## src/rtl/biquad8_wb_initiator.sv

```systemverilog
// rtl/biquad8_wb_initiator.sv - single-outstanding Wishbone classic initiator driven by a cmd/rsp stream
module biquad8_wb_initiator #(
    parameter int ADDR_BITS = 7,
    parameter int DATA_BITS = 32,
    parameter int TIMEOUT   = 255
) (
    input  logic                   wb_clk_i,
    input  logic                   wb_rstn_i,
    input  logic                   cmd_valid_i,
    output logic                   cmd_ready_o,
    input  logic                   cmd_we_i,
    input  logic [ADDR_BITS-1:0]   cmd_adr_i,
    input  logic [DATA_BITS-1:0]   cmd_dat_i,
    output logic                   rsp_valid_o,
    input  logic                   rsp_ready_i,
    output logic [DATA_BITS-1:0]   rsp_dat_o,
    output logic                   rsp_err_o,
    output logic                   busy_o,
    output logic                   wb_cyc_o,
    output logic                   wb_stb_o,
    output logic                   wb_we_o,
    output logic [DATA_BITS/8-1:0] wb_sel_o,
    output logic [ADDR_BITS-1:0]   wb_adr_o,
    output logic [DATA_BITS-1:0]   wb_dat_o,
    input  logic [DATA_BITS-1:0]   wb_dat_i,
    input  logic                   wb_ack_i,
    input  logic                   wb_err_i
);

    localparam int SEL_BITS = DATA_BITS / 8;
    localparam int CNT_BITS = $clog2(TIMEOUT + 1);
    localparam logic [CNT_BITS-1:0] CNT_LAST = CNT_BITS'(TIMEOUT - 1);

    typedef enum logic [1:0] {
        S_IDLE = 2'd0,
        S_BUS  = 2'd1,
        S_RESP = 2'd2
    } state_t;

    state_t                 state_q, state_d;
    logic                   cmd_ready_q, cmd_ready_d;
    logic                   busy_q, busy_d;
    logic                   cyc_q, cyc_d;
    logic                   we_q, we_d;
    logic [SEL_BITS-1:0]    sel_q, sel_d;
    logic [ADDR_BITS-1:0]   adr_q, adr_d;
    logic [DATA_BITS-1:0]   dat_q, dat_d;
    logic [CNT_BITS-1:0]    cnt_q, cnt_d;
    logic                   rsp_valid_q, rsp_valid_d;
    logic [DATA_BITS-1:0]   rsp_dat_q, rsp_dat_d;
    logic                   rsp_err_q, rsp_err_d;

    // Next-state and registered-output logic; everything holds unless a transition updates it
    always_comb begin
        state_d     = state_q;
        cmd_ready_d = cmd_ready_q;
        busy_d      = busy_q;
        cyc_d       = cyc_q;
        we_d        = we_q;
        sel_d       = sel_q;
        adr_d       = adr_q;
        dat_d       = dat_q;
        cnt_d       = cnt_q;
        rsp_valid_d = rsp_valid_q;
        rsp_dat_d   = rsp_dat_q;
        rsp_err_d   = rsp_err_q;
        case (state_q)
            S_IDLE: begin
                // Ready is registered, so the handshake uses the visible ready level
                if (cmd_valid_i && cmd_ready_q) begin
                    state_d     = S_BUS;
                    cmd_ready_d = 1'b0;
                    busy_d      = 1'b1;
                    cyc_d       = 1'b1;
                    we_d        = cmd_we_i;
                    sel_d       = '1;
                    adr_d       = cmd_adr_i;
                    dat_d       = cmd_dat_i;
                    cnt_d       = '0;
                end else begin
                    cmd_ready_d = 1'b1;
                    busy_d      = 1'b0;
                end
            end
            S_BUS: begin
                cnt_d = cnt_q + CNT_BITS'(1);
                if (wb_err_i || wb_ack_i || (cnt_q == CNT_LAST)) begin
                    state_d     = S_RESP;
                    cyc_d       = 1'b0;
                    we_d        = 1'b0;
                    sel_d       = '0;
                    adr_d       = '0;
                    dat_d       = '0;
                    rsp_valid_d = 1'b1;
                    // Error wins over ack; a timeout (neither) is also an error
                    rsp_err_d   = wb_err_i || !wb_ack_i;
                    rsp_dat_d   = (wb_ack_i && !wb_err_i && !we_q) ? wb_dat_i : '0;
                end
            end
            S_RESP: begin
                if (rsp_ready_i) begin
                    state_d     = S_IDLE;
                    cmd_ready_d = 1'b1;
                    busy_d      = 1'b0;
                    rsp_valid_d = 1'b0;
                    rsp_dat_d   = '0;
                    rsp_err_d   = 1'b0;
                end
            end
            default: begin
                state_d = S_IDLE;
            end
        endcase
    end

    // State and output registers; reset drops any in-flight transaction silently
    always_ff @(posedge wb_clk_i) begin
        if (!wb_rstn_i) begin
            state_q     <= S_IDLE;
            cmd_ready_q <= 1'b0;
            busy_q      <= 1'b0;
            cyc_q       <= 1'b0;
            we_q        <= 1'b0;
            sel_q       <= '0;
            adr_q       <= '0;
            dat_q       <= '0;
            cnt_q       <= '0;
            rsp_valid_q <= 1'b0;
            rsp_dat_q   <= '0;
            rsp_err_q   <= 1'b0;
        end else begin
            state_q     <= state_d;
            cmd_ready_q <= cmd_ready_d;
            busy_q      <= busy_d;
            cyc_q       <= cyc_d;
            we_q        <= we_d;
            sel_q       <= sel_d;
            adr_q       <= adr_d;
            dat_q       <= dat_d;
            cnt_q       <= cnt_d;
            rsp_valid_q <= rsp_valid_d;
            rsp_dat_q   <= rsp_dat_d;
            rsp_err_q   <= rsp_err_d;
        end
    end

    assign cmd_ready_o = cmd_ready_q;
    assign busy_o      = busy_q;
    assign wb_cyc_o    = cyc_q;
    assign wb_stb_o    = cyc_q;
    assign wb_we_o     = we_q;
    assign wb_sel_o    = sel_q;
    assign wb_adr_o    = adr_q;
    assign wb_dat_o    = dat_q;
    assign rsp_valid_o = rsp_valid_q;
    assign rsp_dat_o   = rsp_dat_q;
    assign rsp_err_o   = rsp_err_q;

endmodule

```

## config.mk

```make
export PLATFORM = sky130hd
export DESIGN_NAME = biquad8_wb_initiator
export DESIGN_NICKNAME = d
export VERILOG_FILES = /design/src/rtl/biquad8_wb_initiator.sv
export SDC_FILE = /design/constraint.sdc
export NUM_CORES = 1
export LEC_CHECK = 0
export CORE_UTILIZATION = 30
export CTS_CLUSTER_DIAMETER = 120
export DETAILED_ROUTE_END_ITERATION = 7
export PLACE_DENSITY = 0.59
export SETUP_SLACK_MARGIN = 0.5
export SLEW_MARGIN = 30
export SYNTH_ARGS = -nofsm -noshare
export SYNTH_HDL_FRONTEND = slang
export SYNTH_SLANG_ARGS = --single-unit
```

## constraint.sdc

```tcl
create_clock -name wb_clk_i -period 1.6 [get_ports wb_clk_i]
set_input_delay 0.32 -clock wb_clk_i [delete_from_list [all_inputs] [get_ports wb_clk_i]]
set_output_delay 0.32 -clock wb_clk_i [all_outputs]
set_load 0.05 [all_outputs]
```

; ---- Yosys cells after proc, flatten, opt, wreduce, memory -nomap -nowiden
; Cells that the tools add are included.
[totals]
ramBits = 0
output_inout_bits = 82
regBits = 91
latch_bits = 0
mem_bits_ro = 0
memories = 0
in_bits = 78
elab_cells = 71
[op_classes]
shift = 0
div = 0
add_sub_neg = 1
multipliers = 0
n_eq_ne = 6
order_cmp = 0
n_mux = 34
n_reduce_logical = 18
n_bitwise = 0
[ops]
columns = operator, n
row1 = two-way mux 32 bit, 5
row2 = one-hot mux 32 bit (2 select lines), 2
row3 = one-hot mux 8 bit (2 select lines), 1
row4 = two-way mux 7 bit, 2
row5 = one-hot mux 7 bit (2 select lines), 1
row6 = one-hot mux 1 bit (2 select lines), 6
row7 = two-way mux 1 bit, 9
row8 = AND reduction 3 bit, 3
row9 = "adder 8 x 1 -> 8 bit, second input constant", 1
row10 = "equality test 8 bit, second input constant", 1
row11 = two-way mux 4 bit, 2
row12 = two-way mux 8 bit, 1
row13 = one-hot mux 4 bit (2 select lines), 1
row14 = two-way mux 2 bit, 3
row15 = "inequality test 2 bit, second input constant", 3
row16 = one-hot mux 2 bit (3 select lines), 1
row17 = nonzero test 2 bit, 3
row18 = AND reduction 2 bit, 2
row19 = logical AND 1 bit, 3
row20 = zero test 1 bit, 3
row21 = logical OR 1 bit, 3
row22 = "equality test 2 x 1 -> 1 bit, second input constant", 1
row23 = "equality test 2 bit, second input constant", 1
row24 = zero test 2 bit, 1

; ---- Depth between registers and ports, before layout
[depth]
ltp_word = 6
mapped_depth = 7
ltp_nobuf = 5

; ---- Worst setup path before layout
; Ideal clock, no wire load.
[synth_path]
kind = register -> register
startpoint = reg cmd_ready_q (netlist: cmd_ready_o)
endpoint = reg dat_q[14] (netlist: wb_dat_o[14])
setup_time_ps = 70
period_less_slack_ps = 1647
n_path_buf = 2
path_slack_ps = -47
stages_incl_launch_ff = 6
t_arrival_ps = 1576
required_time_ps = 1530
cell_sequence = dfxtp_1 -> nor4bb_1 -> clkbuf_2 -> buf_2 -> a222oi_1 -> a21oi_1
[synth_between]
elab_chain_cells = 3
[synth_lines]
columns = item, line_no
row1 = start: declaration, 41  ; logic cmd_ready_q, cmd_ready_d;
row2 = start signal: assignment, 133  ; cmd_ready_q <= cmd_ready_d;
row3 = logical AND 1 bit, 70  ; if (cmd_valid_i && cmd_ready_q) begin
row4 = inequality test 2 bit (no line), -
row5 = AND reduction 3 bit (no line), -
row6 = end signal: assignment, 139  ; dat_q <= dat_d;
row7 = end: declaration, 47  ; logic [DATA_BITS-1:0] dat_q, dat_d;
; Every way passes these cells.
; A chain may end at the register's enable or synchronous reset.

; ---- Final worst setup path
[layout_path]
startpoint = reg state_q[1]
endpoint = reg adr_q[5] (netlist: wb_adr_o[5])
[layout_between]
elab_chain_cells = 3
word_cells_on_any_way = 7
classes_between = 3 x eq/ne / 1 x mux / 3 x reduce/logical
[layout_lines]
columns = item, line_no
row1 = start: declaration, 40  ; state_t state_q, state_d;
row2 = start signal: assignment, 132  ; state_q <= state_d;
row3 = equality test 2 x 1 -> 1 bit / zero test 2 bit (equally long branches), 67  ; case (state_q)
row4 = inequality test 2 bit (no line) / nonzero test 2 bit (equally long branches), -
row5 = AND reduction 3 bit (no line), -
row6 = end signal: assignment, 138  ; adr_q <= adr_d;
row7 = end: declaration, 46  ; logic [ADDR_BITS-1:0] adr_q, adr_d;
; Several ways; a longest one is shown, not always the timed one.

==> key figures <==
Floorplan
  – Row count: 44
  – # IOs: 160
  – Initial Utilization: 31.0%
  – Die height: 125 um
  – Die Wd: 125 um
  – Core Region: 14,600 um^2
  – Die area: 15,600 um^2

Job
  – Max_cap viols: 0

Clock network
  – Cts hold-fix bufs: 0
  – Sink Count: 87
  – Clk slew on worst S/H paths: 0.07 ns
  – Clock tree from TritonCTS: built
  – Clk Latency, worst-skew pair: 0.35 ns
  – Clock Path Buffers: 2
  – Num CTS Buffers: 9
  – CTS HTree Levels: 3
  – CTS root buffer: clkbuf_16

Synth
  – Synth unique cells: 42
  – Post-synth net total: 602
  – Sequential area share after synthesis: 38.3%
  – Dominant synthesized flop cell: dfxtp_1
  – Yosys reg bits: 87
  – Yosys warnings: 0
  – Cell taking the most area after synthesis: dfxtp_1
  – Synth area leaders: dfxtp_1 38%, a222oi_1 8.8%, nand3_1 7.5%, o211ai_1 7.3%, o2111ai_1 6.4%
  – Mapped Cells: 522
  – Synth Area per Inst: 8.70 um^2
  – Post-synth ARST share: 0%
  – Number of synthesized flops with an enable pin: 0
  – Post-synth top area share: 38.3%
  – Synth Cell Area: 4540 um^2

Global routing
  – Initial antenna violation count: 0
  – Global-route wire length before repair: 26,300 um
  – Vias in the first global route: 4,932
  – Total Routing Usage GR: 20.8%
  – Largest net degree at the start of global routing: 41
  – Global route overflow: 0

Routing
  – DRT Pass-1 Iters: 8
  – Via count: 5,544
  – Residual DRC count: 28
  – Vias per cell: 6.02
  – Number of routed nets with antenna violations: 0
  – Avg WL per Cell: 20.4 um
  – Initial drt markers: 609
  – Total Wirelength: 18,800 um

Cells and area
  – Area Overhead vs Synth: 92.2%
  – Commonest cells after routing, fill and taps aside: 75 x buf_4, 73 x clkdlybuf4s50_1, 65 x dfxtp_4, 64 x buf_8, 62 x nand3_1
  – Final instance area: 8730 um^2
  – Layout cell share with drive strength beyond 1: 48.7%
  – Nets: 812
  – Post-Layout Cell Count: 921
  – Ant diodes: 0
  – Most common cell after layout, fill and taps aside: buf_4

Timing
  – Max-slew violations: 0
  – RSZ-0062 raised after global routing: true
  – Peak Freq: 679 MHz
  – Clk_skew: 0.00956 ns
  – Post-layout min period: 1.47 ns
  – Worst slew pin tran: 0.473 ns
  – # setup viols final: 0
  – Final period util: 92.0%
  – Relative slew slack: 68.4%
  – Final hold vios: 0

Run status
  – Failing checks: design-rule violations
  – Outcome: complete, but fails checks

Worst setup path
  – Setup Crit Path Kind: reg2reg
  – Worst-path fanout max: 10
  – CP Capture Type: flip-flop
  – Slowest stage delay, CP: 0.37 ns
  – Critical path startpoint category: flip-flop
  – CP Data Arrival Time: 1.74 ns
  – CP cell instances: buf_6, nor4b_4, buf_6, buf_6, o211ai_1, a21oi_1
  – Slowest CP cell: dfxtp_4
  – Worst path most repeated cell: buf_6
  – Req. time, crit path: 1.87 ns

Pwr
  – PnR Total Power: 5810 uW
  – P_leak: 0.00326 uW
  – Worst vdd ir: 0.506 mV
  – PwrDens: 666 nW/um^2

Placement
  – # placed instances: 822
  – Port buffer count: 159
  – Gpl congestion: 0.772
  – Placed Area: 6670 um^2
  – DP Wirelength: 10,100 um

Min path
  – Min-Delay Path Class: in2reg
-- cell type report --
class	instances	area (um^2)
Inverter	5	21.3
Tap cell	184	230
Fill cell	1192	5910
Clock buffer	10	239
Sequential cell	87	2010
Multi-Input combinational cell	354	2840
Timing Repair Buffer	275	3350
Clock inverter	6	42.5
-- sequential cells by signal, summed over array words and instances, names as in the netlist, 2 cells and up --
signal     cells
rsp_dat_o     32
wb_dat_o      32
cnt_q          8
wb_adr_o       7
state_q        2
-- worst max-delay path: cells and delay by family (launching register included) --
kind,cells,cell delay [ns]
buf+inv,3,0.52
flops,1,0.37
compound gates,2,0.29
simple gates,1,0.22
-- Yosys cell counts (3+ instances only) --
master     number
dfxtp_1        87
nand3_1        68
a21oi_1        49
o211ai_1       44
nor2b_1        43
a222oi_1       40
clkbuf_1       40
nand4_1        33
o2111ai_1      33
buf_2          21
buf_4           8
o21ai_0         6
buf_1           5
inv_1           4
a211oi_1        3
nand2b_1        3
nand3b_1        3
or3_1           3
-- routing by layer --
layer | wire length (um) | vias up | track usage (%) | part of all wire [%]
met5 | 0 | - | 0 | 0
met4 | 210 | 0 | 6.60 | 1.1
met3 | 1670 | 16 | 5.01 | 8.9
met2 | 9330 | 288 | 34.0 | 50
met1 | 7560 | 2718 | 26.8 | 40
li1 | - | 2522 | - | -
-- report_power, final --
group / internal (uW) / leakage, uW / switching, uW
registers: 2180 / 0.000764 / 109
clock network: 1100 / 0.000135 / 943
logic: 727 / 0.00236 / 748
total: 4010 / 0.00326 / 1800
-- path summary, 6_finish.rpt --
kind	start	endpoint	slack [ns]	depth (start not counted)
min	wb_rstn_i	wb_sel_o[2]	0.30	3
min reg2reg	rsp_dat_o[0]	rsp_dat_o[0]	0.50	2
max reg2reg	state_q[1]	wb_adr_o[5]	0.13	6
max	state_q[1]	wb_adr_o[5]	0.13	6
-- logic make-up (layout without fill, tap and decap cells) --
| family | after synthesis | count (layout) | synth area share, % |
|---|---|---|---|
| AO/OA/AOI/OAI | 183 | 183 | 30.5 |
| AND/OR/NAND/NOR | 169 | 169 | 22.5 |
| flip-flops | 87 | 87 | 38.3 |
| buffers and inverters | 81 | 296 | 8.13 |
| adder cells (fa/ha/maj) | 2 | 2 | 0.551 |
-- through the flow --
step	hold slack, ns	setup TNS (ns)	util (%)	setup slack, ns
final	0.301	0	59.6	0.128
after global routing	0.294	0	59.6	0.0771
after CTS	0.285	0	49.8	0.205
after detailed placement	0.489	-14.48	45.6	-0.216
after global placement	0.476	-12.44	45.6	-0.196
after floorplan	0.464	0	-	0.302
-- timing repair --
action                                  4_1_cts  5_1_grt
gates cloned                                  5        7
resized for setup                            32      292
pin swaps                                     6       16
endpoints found under the setup margin      169      169
setup buffers                                18       53
No activity file was read; power rests on OpenSTA's default activity.
